<file path="config.mk">
export PLATFORM = sky130hd
export DESIGN_NAME = mac_frame_gen
export DESIGN_NICKNAME = d
export VERILOG_FILES = /design/src/rtl/mac_frame_gen.sv
export SDC_FILE = /design/constraint.sdc
export NUM_CORES = 1
export LEC_CHECK = 0
export CAP_MARGIN = 15
export CORE_MARGIN = 2
export CORE_UTILIZATION = 55
export CTS_BUF_LIST = sky130_fd_sc_hd__clkbuf_4 sky130_fd_sc_hd__clkbuf_8
export CTS_CLUSTER_DIAMETER = 30
export DETAILED_ROUTE_END_ITERATION = 7
export HOLD_SLACK_MARGIN = 0.1
export PLACE_DENSITY = 0.8
export RECOVER_POWER = 100
export SYNTH_ARGS = -nofsm -noshare
export SYNTH_HDL_FRONTEND = slang
export SYNTH_SLANG_ARGS = --single-unit
export TNS_END_PERCENT = 50
</file>
<file path="constraint.sdc">
create_clock -name clk -period 3.4 [get_ports clk]
set_input_delay 0.51 -clock clk [delete_from_list [all_inputs] [get_ports clk]]
set_output_delay 0.51 -clock clk [all_outputs]
set_load 0.01 [all_outputs]
</file>
<file path="src/rtl/mac_frame_gen.sv">
// Ethernet MAC frame generator for an MII (DW=4) or GMII (DW=8) transmit bus:
// preamble/SFD, 14-byte header, incrementing or PRBS8 payload, zero pad, CRC-32 FCS, IFG.
module mac_frame_gen #(
  parameter int DW      = 4,
  parameter int PRE_LEN = 8,
  parameter int IFG     = 12
) (
  input  logic          clk,
  input  logic          rstn,
  input  logic          start,
  input  logic [47:0]   da,
  input  logic [47:0]   sa,
  input  logic [15:0]   len_type,
  input  logic [10:0]   length,
  input  logic          pat_mode,
  input  logic          crc_err,
  output logic          tx_dv,
  output logic [DW-1:0] tx_d,
  output logic          busy,
  output logic          done,
  output logic [15:0]   frame_cnt,
  output logic [2:0]    dbg_state
);

  localparam int NB = 8 / DW;
  localparam int BW = (NB > 1) ? $clog2(NB) : 1;
  localparam logic [BW-1:0] BEAT_LAST  = BW'(NB - 1);
  localparam logic [11:0]   PRE_LAST   = 12'(PRE_LEN - 2);
  localparam logic [11:0]   GAP_LAST   = 12'(IFG - 1);
  localparam logic [11:0]   HDR_LAST   = 12'd13;
  localparam logic [11:0]   PAD_LAST   = 12'd59;
  localparam logic [11:0]   FCS_LAST   = 12'd3;
  localparam logic [10:0]   MIN_LEN    = 11'd60;
  localparam logic [10:0]   MAX_LEN    = 11'd1514;
  localparam logic [10:0]   HDR_LEN    = 11'd14;
  localparam logic [31:0]   CRC_POLY_R = 32'hEDB8_8320;

  typedef enum logic [2:0] {
    S_IDLE = 3'd0,
    S_PRE  = 3'd1,
    S_SFD  = 3'd2,
    S_HDR  = 3'd3,
    S_PAY  = 3'd4,
    S_PAD  = 3'd5,
    S_FCS  = 3'd6,
    S_GAP  = 3'd7
  } state_t;

  state_t         state, state_n;
  logic [11:0]    cnt;
  logic [BW-1:0]  beat;
  logic [111:0]   hdr_r;
  logic [10:0]    len_r;
  logic           pat_r;
  logic           err_r;
  logic [31:0]    crc;
  logic [7:0]     lfsr;
  logic [15:0]    frame_cnt_r;
  logic           done_r;

  logic           beat_last;
  logic           cnt_clr;
  logic           accept;
  logic           frame_end;
  logic           data_byte;
  logic [7:0]     cur_byte;
  logic [3:0]     hdr_idx;
  logic [31:0]    fcs_word;
  logic [11:0]    pay_last;
  logic [10:0]    len_clamp;

  // Reflected CRC-32, one byte at a time, LSB of the byte first.
  function automatic logic [31:0] crc32_byte(input logic [31:0] c, input logic [7:0] b);
    logic [31:0] r;
    r = c ^ {24'h0, b};
    for (int i = 0; i < 8; i++) begin
      r = r[0] ? ((r >> 1) ^ CRC_POLY_R) : (r >> 1);
    end
    return r;
  endfunction

  // Fibonacci LFSR, taps 8,6,5,4 (bits 7,5,4,3), shifting toward the MSB.
  function automatic logic [7:0] lfsr_step(input logic [7:0] l);
    return {l[6:0], l[7] ^ l[5] ^ l[4] ^ l[3]};
  endfunction

  // Only the upper clamp is stored; the lower clamp is realised by the PAD state.
  assign len_clamp = (length > MAX_LEN) ? MAX_LEN : length;
  assign pay_last  = {1'b0, len_r} - 12'd1;
  assign beat_last = (beat == BEAT_LAST);
  assign accept    = (state == S_IDLE) && start;
  assign data_byte = ((state == S_HDR) || (state == S_PAY) || (state == S_PAD)) && beat_last;
  assign frame_end = (state == S_GAP) && beat_last && (cnt == GAP_LAST);

  // Next state: cnt counts bytes within a state, but runs on across HDR/PAY/PAD
  // so it doubles as the frame byte index for payload and padding.
  always_comb begin
    state_n = state;
    cnt_clr = 1'b0;
    case (state)
      S_IDLE: if (start) begin
        state_n = S_PRE;
        cnt_clr = 1'b1;
      end
      S_PRE: if (beat_last && (cnt == PRE_LAST)) begin
        state_n = S_SFD;
        cnt_clr = 1'b1;
      end
      S_SFD: if (beat_last) begin
        state_n = S_HDR;
        cnt_clr = 1'b1;
      end
      S_HDR: if (beat_last && (cnt == HDR_LAST)) begin
        state_n = (len_r > HDR_LEN) ? S_PAY : S_PAD;
      end
      S_PAY: if (beat_last && (cnt == pay_last)) begin
        if (len_r < MIN_LEN) begin
          state_n = S_PAD;
        end else begin
          state_n = S_FCS;
          cnt_clr = 1'b1;
        end
      end
      S_PAD: if (beat_last && (cnt == PAD_LAST)) begin
        state_n = S_FCS;
        cnt_clr = 1'b1;
      end
      S_FCS: if (beat_last && (cnt == FCS_LAST)) begin
        state_n = S_GAP;
        cnt_clr = 1'b1;
      end
      S_GAP: if (beat_last && (cnt == GAP_LAST)) begin
        state_n = S_IDLE;
        cnt_clr = 1'b1;
      end
      default: begin
        state_n = S_IDLE;
        cnt_clr = 1'b1;
      end
    endcase
  end

  // Byte currently on the wire.
  always_comb begin
    cur_byte = 8'h00;
    hdr_idx  = 4'd13 - cnt[3:0];
    fcs_word = err_r ? crc : ~crc;
    case (state)
      S_PRE:   cur_byte = 8'h55;
      S_SFD:   cur_byte = 8'hD5;
      S_HDR:   cur_byte = hdr_r[{hdr_idx, 3'b000} +: 8];
      S_PAY:   cur_byte = pat_r ? lfsr : (cnt[7:0] - 8'd14);
      S_PAD:   cur_byte = 8'h00;
      S_FCS:   cur_byte = fcs_word[{cnt[1:0], 3'b000} +: 8];
      default: cur_byte = 8'h00;
    endcase
  end

  always_ff @(posedge clk or negedge rstn) begin
    if (!rstn) begin
      state       <= S_IDLE;
      cnt         <= '0;
      beat        <= '0;
      hdr_r       <= '0;
      len_r       <= '0;
      pat_r       <= 1'b0;
      err_r       <= 1'b0;
      crc         <= 32'hFFFF_FFFF;
      lfsr        <= 8'hFF;
      frame_cnt_r <= '0;
      done_r      <= 1'b0;
    end else begin
      state <= state_n;

      if (cnt_clr) begin
        cnt <= '0;
      end else if ((state != S_IDLE) && beat_last) begin
        cnt <= cnt + 12'd1;
      end

      if ((state == S_IDLE) || beat_last) begin
        beat <= '0;
      end else begin
        beat <= beat + BW'(1);
      end

      if (accept) begin
        hdr_r <= {da, sa, len_type};
        len_r <= len_clamp;
        pat_r <= pat_mode;
        err_r <= crc_err;
        crc   <= 32'hFFFF_FFFF;
        lfsr  <= 8'hFF;
      end else begin
        if (data_byte) begin
          crc <= crc32_byte(crc, cur_byte);
        end
        if ((state == S_PAY) && beat_last) begin
          lfsr <= lfsr_step(lfsr);
        end
      end

      done_r <= frame_end;
      if (frame_end) begin
        frame_cnt_r <= frame_cnt_r + 16'd1;
      end
    end
  end

  // Outputs decode straight from registered state, so reset clears tx_dv asynchronously.
  always_comb begin
    tx_dv = (state == S_PRE) || (state == S_SFD) || (state == S_HDR) ||
            (state == S_PAY) || (state == S_PAD) || (state == S_FCS);
    tx_d  = tx_dv ? cur_byte[int'(beat) * DW +: DW] : '0;
  end

  assign busy      = (state != S_IDLE);
  assign done      = done_r;
  assign frame_cnt = frame_cnt_r;
  assign dbg_state = state;

endmodule

</file>
**Word level (Yosys, flattened, before mapping)**

Cells that the tools add are included.

- Output and inout port bits: 26
- Logic and storage cells: 123
- Input port bits: 128
- Flip-flop bits (word level): 198

- Equal/unequal tests: 21
- Add/subtract/negate cells: 6
- $lt $le $gt $ge: 3
- Shift operators: 3
- Multiplexer cells: 40
- Reductions and logical operators: 26
- Bitwise gates (word level): 13

Operators with widths:

| kind | number |
|---|---|
| $mux W32 | 11 |
| $not A13 Y14 | 8 |
| $shiftx A112 B8 Y8 | 1 |
| $pmux W8 S5 | 1 |
| $not A32 Y32 | 1 |
| $shiftx A32 B6 Y8 | 1 |
| $xor A32 B8 Y32 | 1 |
| $eq A12 B4 Y1 const B | 2 |
| $mux W12 | 2 |
| $mux W3 | 8 |
| $mux W8 | 3 |
| $pmux W3 S8 | 1 |
| $add A16 B1 Y16 const B | 1 |
| $ne A2 B2 Y1 const B | 7 |
| $add A12 B1 Y12 const B | 1 |
| $eq A12 B12 Y1 | 1 |
| $eq A12 B2 Y1 const B | 1 |
| $eq A12 B3 Y1 const B | 1 |
| $eq A12 B6 Y1 const B | 1 |
| $eq A3 B3 Y1 const B | 4 |
| $logic_and A1 B1 Y1 | 12 |
| $sub A11 B1 Y12 const B | 1 |
| $gt A11 B11 Y1 const B | 1 |
| $gt A11 B4 Y1 const B | 1 |
| other kinds (19) | 40 |

**Longest topological paths before layout**

Gate-level depths: netlist of run 1.

- Depth in word-level cells: 23
- Depth in mapped cells: 14
- Mapped depth without buffers: 11

**Least setup slack after synthesis of run 1**

Ideal clock, no wire load.

- Path kind: register -> register
- Start: register cnt[1]
- End: register crc[23]
- Arrival time: 3.090 ns
- Path buffers: 2
- Cell stages (with the launch flop): 13
- Library setup time: 0.093 ns
- Path slack: 0.217 ns
- Data required time: 3.307 ns
- Cell sequence: dfrtp_1 -> ha_1 -> clkbuf_1 -> and2_1 -> clkbuf_1 -> a22oi_1 -> a32oi_1 -> nand3_1 -> xnor3_2 -> xnor3_2 -> xnor2_2 -> xnor2_1 -> a21oi_1

- Word-level cells in the longest chain between the ends: 19

RTL lines:

| element | RTL line | source |
|---|---|---|
| start: declaration | 50 | `logic [11:0] cnt;` |
| start signal: assignment | 178 | `cnt <= cnt + 12'd1;` |
| $sub A4 B4 Y4 | 146 | `hdr_idx = 4'd13 - cnt[3:0];` |
| $shiftx A112 B8 Y8 | 151 | `S_HDR: cur_byte = hdr_r[{hdr_idx, 3'b000} +: 8];` |
| $pmux W8 S5 (*) | 148 | `case (state)` |
| $xor A32 B8 Y32 (*) | 75 | `r = c ^ {24'h0, b};` |
| $mux W32 (*) | 77 | `r = r[0] ? ((r >> 1) ^ CRC_POLY_R) : (r >> 1);` |
| $not A13 Y14 (no line) | n/a |  |
| $mux W32 (*) (2 in series) | 77 |  |
| $not A13 Y14 (no line) | n/a |  |
| $mux W32 (*) | 77 |  |
| $not A13 Y14 (no line) | n/a |  |
| $mux W32 (*) (2 in series) | 77 |  |
| $not A13 Y14 (no line) | n/a |  |
| $mux W32 (*) | 77 |  |
| $not A13 Y14 (no line) | n/a |  |
| $mux W32 (*) | 77 |  |
| $mux W32 (*) | 195 | `if (data_byte) begin` |
| $mux W32 (*) | 187 | `if (accept) begin` |
| end signal: assignment | 196 | `crc <= crc32_byte(crc, cur_byte);` |
| end: declaration | 56 | `logic [31:0] crc;` |

Every way passes the cells marked *; elsewhere a longest branch is shown, timed or not. The select of a mux whose other input is x is not followed.
A chain may end at the register's enable or synchronous reset.

**Worst setup path after layout of run 1**

- Start: register cnt[1]
- End: output tx_d[3]

- Word-level cells in the longest chain between the ends: 5

RTL lines:

| element | RTL line | source |
|---|---|---|
| $sub A4 B4 Y4 or $sub A8 B4 Y8 (tied branches) | 146, 152 |  |
| $shiftx A112 B8 Y8 or $mux W8 (tied branches) | 151, 152 |  |
| $pmux W8 S5 (*) | 148 |  |
| $shiftx A8 B4 Y4 (*) | 214 | `tx_d = tx_dv ? cur_byte[int'(beat) * DW +: DW] : '0;` |
| $mux W4 (*) | 214 |  |
| end: declaration | 18 | `output logic [DW-1:0] tx_d,` |

Every way passes the cells marked *; elsewhere a longest branch is shown, timed or not.

==> run_results.csv, run 1 <==
group,metric,value,unit
pwr,comb_power_share,4.7,%
sta,holdWs,472.3,ps
pwr,p_per_area,307.6,nW/um^2
grt,grt_pass1_wl,46650,um
finish,final_design_area_no_fill,13670,sq um
logic_synthesis,synth-edff-count,0,
placement,hpwl,20310,um
sta,slew_headroom,-57.77,%
floorplan,start_util,56.17,%
pwr,p_seq_share,56.0,%
pwr,swShare,24.24,%
finish,finalNetCount,1479,
sta,setup_viol,5,
critical_path,criticalPathCategory,"flop to primary output",
sta,timing.final.ws_setup,-75.11,ps
placement,globalplace.congestion,0.9140,
logic_synthesis,synth_top_area_cell,"dfrtp_1",
grt,grt_pass1_vias,9076,
sta,hold_viol,0,
floorplan,io-pin-count,154,
min_path,min_from,"frame_cnt[15]",
logic_synthesis,synthCells,1177,
min_path,hold_depth,1,
logic_synthesis,synth_area,10930,sq um
floorplan,core_area,19460,sq um
floorplan,die_w,145.0,um
placement,placed_area,12820,sq um
clock_network,cts_buffer_depth,2,
sta,finalSetupTns,-262.9,ps
detailed_routing,antenna_left,0,
critical_path,r2r_start,"cnt[0]",
critical_path,reg2reg_depth,13,
clock_network,numCtsBuffers,17,
grt,gr-usage-all-layers,27.91,%
sta,period_share,102.2,%
sta,worst_pin_slew,2367,ps
run_status,status,"complete, but fails checks",
logic_synthesis,synth-main-ff-cell,"dfrtp_1",
clock_network,clock-sinks,198,
clock_network,worstSkewPairLatency,490,ps
detailed_routing,vias,9179,
clock_network,path_clk_slew,110,ps
sta,fmax,0.2878,GHz
grt,antenna_found_initial,0,
run_status,failed_checks,"capacitance limit, slew limit, setup timing",
detailed_routing,routedWlPerCell,18.11,um
run,drv_cap,1,
sta,skew,12.40,ps
logic_synthesis,synth.distinct_cells,71,
critical_path,rrSetupSlack,-70,ps
critical_path,endpoint_kind,"primary output",
critical_path,worstPathRequired,2890,ps
placement,io_buffers,153,
min_path,min_to,"frame_cnt[15]",
sta,fin_crit,3475,ps
critical_path,start_kind,"flop",
pwr,p_leak,6.205,nW
pwr,p_clk_share,39.2,%
logic_synthesis,syn_nets,1312,
placement,dpl_worst_slack,111.8,ps
detailed_routing,drc,0,
floorplan,die-area,21020,sq um
logic_synthesis,yosysSeqAreaShare,45.78,%
critical_path,arrival,2970,ps
detailed_routing,vias_per_cell,5.659,
critical_path,cp_slowest_cell,"clkdlybuf4s50_1",
detailed_routing,drtIter0Drc,955,
pwr,ir_drop,0.2365,mV
grt,grt-ovfl-total,0,
clock_network,h-tree-depth,4,
detailed_routing,drt_wl_total,29370,um
critical_path,cpPeakStageDelay,530,ps
pwr,power.internal,3.186,mW
detailed_routing,drt-pass1-iter-count,5,
logic_synthesis,syn_avg_cell_area,9.288,sq um
grt,grt_max_degree,96,
min_path,hold_path_class,"flop to flop",
sta,drv_slew,96,
clock_network,clock-root-buffer,"clkbuf_8",
sta,rsz0062_at_grt,"yes",
finish,area_growth_syn_to_layout,25.05,%
logic_synthesis,synthArstFlopShare,100.0,%
critical_path,crit_family,"compound AO/OA/AOI/OAI gates",
logic_synthesis,synth_area_leaders,"dfrtp_1 36%, nand2_1 14%, dfstp_2 9.6%, xnor2_1 6.3%, mux4_2 3.5%",
logic_synthesis,yosysWarnings,0,
logic_synthesis,yosys_register_bits,198,
pwr,p_sw,1.020,mW
critical_path,timing.rr.end,"crc[18]",
clock_network,cts_tree,"built",
critical_path,path_buf_inv,1,
finish,n_antenna_cell,0,
logic_synthesis,yosys.area.top_type_share,36.17,%
floorplan,rows,51,
critical_path,cp_cell_sequence,"ha_4, a2111oi_4, xnor2_1, o311a_1, o2111ai_4, mux2_4, clkdlybuf4s50_1",
floorplan,die_y,145.0,um
finish,drive_gt1_share,15.55,%
critical_path,crit_fanout,5,
## worst register-to-register path, cell delays in order (launching register included)
cell and delay [ps]:
dfrtp_4 550, buf_6 150, buf_4 140, mux4_2 440, xnor2_1 200, nand2_1 90
a311oi_2 330, buf_4 180, xnor2_2 70, buf_4 180, xnor2_1 590, xor2_2 190
xnor2_1 170, o21ai_1 130
## layer usage
| layer | part of all wire, % | GRT usage [%] | vias up |
|---|---|---|---|
| met4 | 3.5 | 10.54 | 0 |
| met2 | 48 | 45.12 | 386 |
| met5 | 0 | 0 | - |
| met3 | 6.6 | 5.692 | 79 |
| met1 | 42 | 37.41 | 4448 |
| li1 | - | - | 4266 |
## layout make-up
type                    count  area (sq um)
well taps                 265         331.6
inverters                  11         41.29
repair buffers            220          2122
clock inverters            15         214.0
clock buffers              17         234.0
multi-input cells         896          5717
flip-flops and latches    198          5011
fillers                  1424          5792
## logic make-up after synthesis
| kind of cell | share of synthesized area [%] |
|---|---|
| xor gates and xnor gates | 11.75 |
| muxes | 8.058 |
| adders and majority gates | 0.8012 |
| buffers and inverters | 3.697 |
| DFF | 45.78 |
| AOI/OAI and AO/OA | 8.149 |
| and+or+nand+nor | 21.76 |
## power groups by stage
stage               sequential, mW  combinational [mW]  clock, mW
floorplan                     2.40             0.00446          0
global placement              2.40               0.204          0
CTS                           2.36               0.208       1.67
global route                  2.36               0.220       1.77
finish                        2.36               0.200       1.65
detailed placement            2.40               0.206          0
## worst max-delay path by stage
| stage | cells after the start | endpoint | start | slack, ps |
|---|---|---|---|---|
| floorplan | 12 | crc[23] | cnt[1] | 220 |
| global placement | 7 | tx_d[2] | cnt[0] | 160 |
| detailed placement | 10 | crc[23] | cnt[0] | 110 |
| CTS | 8 | tx_d[3] | cnt[0] | -140 |
| global route | 7 | tx_d[3] | cnt[1] | -200 |
| finish | 7 | tx_d[3] | cnt[1] | -80 |
## cells in the mapped netlist, types with 8 or more instances
| cell | count |
|---|---|
| clkbuf_1 | 53 |
| o21ai_0 | 22 |
| dfstp_2 | 40 |
| o22a_1 | 12 |
| nor2_1 | 53 |
| nand2_1 | 397 |
| nand3_1 | 28 |
| xor2_1 | 33 |
| dfrtp_1 | 158 |
| mux4_2 | 17 |
| xnor2_1 | 79 |
| buf_2 | 8 |
| mux2i_1 | 37 |
| inv_1 | 10 |
| a22oi_1 | 12 |
| nand4_1 | 13 |
| a21oi_1 | 40 |
| nor3_1 | 35 |
## per-stage QoR
step	util (%)	instances	total power [mW]
after floorplan	-	1177	2.405
after global placement	65.90	1563	2.604
after detailed placement	65.90	1563	2.606
after CTS	69.31	1605	4.230
after global routing	70.24	1622	4.346
final	70.24	1622	4.205
## timing repair
action	4_1_cts	5_1_grt
endpoints found under the setup margin	4	17
pin swaps	5	8
gates resized for setup	28	26
hold endpoints to repair	0	0
hold buffers	0	0
setup buffers	9	16
cloned	1	1
## registers in the layout, indices dropped and copies added, names as in the netlist, 3 cells and up
signal	cells
hdr_r	112
crc	32
frame_cnt	16
cnt	12
len_r	11
lfsr	8
dbg_state	3
## cell usage in the layout, fill, tap and decap left out, types with 4 or more instances in the layout
master,netlist,final
nand2_1,397,396
dfrtp_1,158,155
clkdlybuf4s50_1,0,129
xnor2_1,79,76
nor2_1,53,52
buf_4,2,47
dfstp_2,40,40
a21oi_1,40,38
nor3_1,35,35
xor2_1,33,34
mux2i_1,37,33
nand3_1,28,27
o21ai_0,22,21
dlygate4sd3_1,0,20
mux4_2,17,17
clkbuf_8,0,17
nand4_1,13,13
o22a_1,12,12
a22oi_1,12,11
inv_1,10,10
xnor2_2,4,6
and3_1,6,6
ha_1,7,6
nand2b_1,5,5
a31oi_1,5,5
xor2_2,7,5
clkinv_8,0,5
clkbuf_1,53,5
buf_6,2,5
nand3b_1,4,4
mux2_2,7,4
o22ai_1,4,4
nor2b_1,6,4
and2_1,6,4
buf_12,3,4
(Power assumes the default switching activity.)
==> inputs of run 2 (changes only) <==
--- a/config.mk
+++ b/config.mk
@@ -6,7 +6,7 @@
 export NUM_CORES = 1
 export LEC_CHECK = 0
 export CAP_MARGIN = 15
-export CORE_MARGIN = 2
+export CORE_MARGIN = 3
 export CORE_UTILIZATION = 55
 export CTS_BUF_LIST = sky130_fd_sc_hd__clkbuf_4 sky130_fd_sc_hd__clkbuf_8
 export CTS_CLUSTER_DIAMETER = 30
==> run_results.csv, run 2 (same netlist as run 1, synthesis figures left out) <==
group,metric,value,unit
detailed_routing,drtIter0Drc,768,
placement,placedCellCount,1560,
clock_network,path_clk_slew,110,ps
pwr,p_leak,6.094,nW
finish,layout_common_cells,"396 x nand2_1, 156 x dfrtp_1, 128 x clkdlybuf4s50_1",
min_path,hold_path_class,"primary input to asynchronous set/reset pin",
floorplan,core_area,19140,sq um
sta,hold_viol,0,
finish,n_antenna_cell,0,
sta,drv_slew,44,
clock_network,clock-root-buffer,"clkbuf_8",
finish,finalNetCount,1465,
floorplan,start_util,57.10,%
floorplan,die_w,147.0,um
detailed_routing,wl_met1,12270,um
sta,skew,17.39,ps
pwr,p_per_area,303.9,nW/um^2
clock_network,h-tree-depth,4,
clock_network,cts_tree,"built",
detailed_routing,antenna_left,0,
critical_path,rrSetupSlack,140,ps
finish,nFillCells,1447,
clock_network,cts_hold_buf,0,
clock_network,clock-sinks,198,
sta,fin_crit,3360,ps
detailed_routing,drt_wl_total,28310,um
pwr,power,4.066,mW
critical_path,r2r_start,"cnt[0]",
critical_path,timing.rr.end,"crc[24]",
detailed_routing,drc,0,
grt,grt-ovfl-total,0,
sta,period_share,98.83,%
critical_path,endpoint_kind,"primary output",
finish,final_util,69.88,%
floorplan,io-pin-count,154,
clock_network,cts_buffer_depth,2,
grt,grt_max_degree,114,
grt,gr-usage-all-layers,26.87,%
grt,grt_pass1_vias,9000,
floorplan,die-area,21600,sq um
run,drv_cap,1,
sta,rsz0062_at_grt,"yes",
placement,hpwl,20310,um
finish,top_register,"hdr_r",
finish,drive_gt1_share,13.55,%
detailed_routing,routedWlPerCell,17.66,um
clock_network,worstSkewPairLatency,490,ps
sta,slew_headroom,-45.05,%
sta,fmax,0.2976,GHz
sta,holdWs,154.3,ps
clock_network,numCtsBuffers,17,
finish,area_growth_syn_to_layout,22.36,%
critical_path,crit_fanout,17,
placement,io_buffers,153,
detailed_routing,met2_length,13380,um
sta,worst_pin_slew,2176,ps
placement,globalplace.congestion,0.9854,
sta,setup_viol,0,
pwr,ir_drop,0.2468,mV
finish,final_common_cell,"nand2_1",
finish,largest_register_ffs,112,
run_status,failed_checks,"capacitance limit, slew limit",
critical_path,start_kind,"flop",
critical_path,criticalPathCategory,"flop to primary output",
detailed_routing,met3_length,1782,um
detailed_routing,vias,8992,
grt,grt_pass1_wl,46550,um
detailed_routing,drt-pass1-iter-count,5,
critical_path,worstPathRequired,2890,ps
grt,antenna_found_initial,0,
run_status,status,"complete, but fails checks",
detailed_routing,route.top_layer_used,"met4",
floorplan,rows,50,
critical_path,reg2reg_depth,12,
finish,instances_no_fill,1603,
critical_path,arrival,2850,ps
floorplan,die_y,147.0,um
detailed_routing,vias_per_cell,5.609,
run 2: cell types whose count changed in the layout (fill, tap and decap cells not counted), sizes merged:
cell / change
bufinv: -2
inv: +4
clkbuf: +3
clkdlybuf4s50: -1
dlygate4sd2: +2
buf: -16
clkinv: -1
dlymetal6s2s: +1
clkinvlp: -2
clkdlybuf4s15: -2
run 2: cell type report:
type	instances	area, sq um	area share (%)
Tap cell	260	325.3	2.432
Clock buffer	18	247.7	1.852
Timing Repair Buffer	206	1987	14.85
Sequential cell	198	5010	37.45
Clock inverter	14	148.9	1.113
Inverter	11	41.29	0.3087
Multi-Input combinational cell	896	5617	41.99
run 2: power by group:
part	total (mW)	switching, mW	internal, mW	leakage (nW)
clock	1.51	0.936	0.572	0.203
combinational	0.201	0.0709	0.131	3.30
sequential	2.36	0	2.36	2.59
total	4.07	1.01	3.06	6.09
run 2: critical path, cell delays in order (launching register included):
cell,delay [ps]
dfrtp_4,450
buf_12,130
buf_16,170
mux4_2,530
xnor2_1,150
nand2_1,90
nand4_1,220
mux2_4,350
dlygate4sd2_1,280
run 2: metrics by stage:
step	setup slack, ps	cell area (sq um)	TNS [ps]
after CTS	-130.5	13430	-237.1
after floorplan	216.8	10930	0
after global routing	-54.86	13380	-119.3
after detailed placement	164.4	12830	0
after global placement	236.8	12830	0
final	39.91	13380	0
run 2: per-layer routing:
layer / vias to the layer above / GRT usage (%)
met2: 386 / 42.94
met1: 4296 / 37.39
met4: 0 / 9.087
met3: 69 / 4.966
met5: - / 0
li1: 4241 / -
run 2: repair_timing:
action / 4_1_cts / 5_1_grt
gates cloned: 1 / 0
pin swaps: 4 / 1
hold endpoints to repair: 0 / 0
endpoints found under the setup margin: 4 / 4
resized for setup: 23 / 5
buffers inserted: 8 / 2
run 2: how the worst max path moves through the flow:
stage | startpoint | to | slack (ps) | depth (start not counted)
2_1_floorplan | cnt[1] | crc[23] | 220 | 12
3_3_place_gp | cnt[1] | crc[20] | 240 | 11
3_5_place_dp | cnt[1] | crc[20] | 160 | 11
4_1_cts | cnt[0] | tx_d[2] | -130 | 8
5_1_grt | cnt[0] | tx_d[0] | -50 | 8
6_report | cnt[0] | tx_d[0] | 40 | 8
==> inputs of run 3 (changes only) <==
--- a/config.mk
+++ b/config.mk
@@ -12,7 +12,7 @@
 export CTS_CLUSTER_DIAMETER = 30
 export DETAILED_ROUTE_END_ITERATION = 7
 export HOLD_SLACK_MARGIN = 0.1
-export PLACE_DENSITY = 0.8
+export PLACE_DENSITY = 0.86
 export RECOVER_POWER = 100
 export SYNTH_ARGS = -nofsm -noshare
 export SYNTH_HDL_FRONTEND = slang
==> run_results.csv, run 3 (same netlist as run 1, synthesis figures left out) <==
group,metric,value,unit
run_status,status,"complete, but fails checks",
run_status,failed_checks,"capacitance limit, slew limit",
min_path,hold_path_class,"flop to flop",
critical_path,start_kind,"flop",
detailed_routing,vias,9335,
sta,rsz0062_at_grt,"yes",
finish,area_growth_syn_to_layout,22.10,%
sta,setup_viol,0,
critical_path,path_buf_inv,2,
detailed_routing,drt_wl_total,29600,um
detailed_routing,vias_per_cell,5.849,
grt,grt-ovfl-total,0,
critical_path,crit_family,"multiplexers",
finish,drive_gt1_share,14.07,%
pwr,ir_drop,0.2317,mV
sta,fmax,0.2966,GHz
finish,top_register,"hdr_r",
finish,instances_no_fill,1596,
sta,period_share,99.18,%
floorplan,die_w,147.0,um
min_path,min_from,"frame_cnt[15]",
sta,holdWs,479.2,ps
pwr,p_leak,6.056,nW
sta,fin_crit,3372,ps
sta,finalSetupTns,0,ps
grt,grt_max_degree,110,
detailed_routing,routedWlPerCell,18.55,um
pwr,power,4.147,mW
floorplan,io-pin-count,154,
finish,finalNetCount,1458,
clock_network,cts_buffer_depth,2,
grt,grt_pass1_wl,46730,um
floorplan,die_y,147.0,um
critical_path,r2r_start,"cnt[0]",
finish,n_antenna_cell,0,
placement,placedCellCount,1553,
run,drv_cap,1,
critical_path,cp_cell_sequence,"ha_4, buf_4, mux4_2, mux2i_1, o2111a_1, a311oi_2, mux2_2, dlygate4sd2_1",
sta,hold_viol,0,
floorplan,die-area,21600,sq um
placement,dpl_worst_slack,41.37,ps
clock_network,path_clk_slew,100,ps
grt,antenna_found_initial,0,
critical_path,cpPeakStageDelay,440,ps
finish,final_util,69.73,%
floorplan,rows,50,
floorplan,start_util,57.10,%
grt,grt_pass1_vias,9033,
critical_path,arrival,2860,ps
clock_network,numCtsBuffers,17,
detailed_routing,drtIter0Drc,901,
clock_network,clock-root-buffer,"clkbuf_8",
critical_path,cp-startpoint,"cnt[1]",
sta,worst_pin_slew,2699,ps
critical_path,criticalPathCategory,"flop to primary output",
clock_network,worstSkewPairLatency,480,ps
finish,final_design_area_no_fill,13350,sq um
sta,slew_headroom,-79.91,%
finish,layout_common_cells,"397 x nand2_1, 157 x dfrtp_1, 129 x clkdlybuf4s50_1",
finish,largest_register_ffs,112,
critical_path,cp_slowest_cell,"dfrtp_1",
sta,skew,12.49,ps
floorplan,core_area,19140,sq um
pwr,p_per_area,310.7,nW/um^2
clock_network,clock-sinks,198,
sta,drv_slew,110,
clock_network,h-tree-depth,4,
placement,placed_area,12770,sq um
grt,gr-usage-all-layers,26.97,%
critical_path,endpoint_kind,"primary output",
detailed_routing,antenna_left,0,
placement,hpwl,20740,um
finish,final_common_cell,"nand2_1",
detailed_routing,drt-pass1-iter-count,5,
clock_network,cts_tree,"built",
critical_path,crit_fanout,8,
critical_path,worstPathRequired,2890,ps
placement,globalplace.congestion,0.9300,
detailed_routing,drc,0,
placement,io_buffers,153,
critical_path,rrSetupSlack,100,ps
sta,timing.final.ws_setup,28.00,ps
run 3: final cells by class:
class                           count  area (sq um)
Tap cell                          260         325.3
Clock buffer                       17         234.0
Inverter                           11         41.29
Clock inverter                     15         180.2
Timing Repair Buffer              199          1924
Multi-Input combinational cell    896          5634
Sequential cell                   198          5009
Fill cell                        1403          5796
run 3: timing repair:
action / in CTS / in global routing
buffers inserted: 7 / 4
pin swaps: 4 / 0
hold buffers: 0 / 0
endpoints found under the setup margin: 4 / 22
gates resized for setup: 20 / 9
run 3: report_power, final:
group | internal, mW | total (mW) | switching (mW) | leakage (nW)
Sequential | 2.36 | 2.36 | 0 | 2.59
Combinational | 0.131 | 0.203 | 0.0728 | 3.25
Clock | 0.688 | 1.59 | 0.900 | 0.208
Total | 3.17 | 4.15 | 0.973 | 6.06
run 3: path summary, 6_finish.rpt:
path,end,cells past startpoint
max,tx_d[0],8
min,frame_cnt[15],1
max reg2reg,crc[18],12
min reg2reg,frame_cnt[15],1
max in group asynchronous,hdr_r[87],2
min in group asynchronous,len_r[6],1
run 3: metal layers:
metal	wire, um	global-route usage [%]	vias to the layer above
li1	-	-	4234
met1	11650	36.51	4493
met2	14340	42.77	517
met3	2530	5.521	91
met4	1088	11.23	0
met5	0	0	-
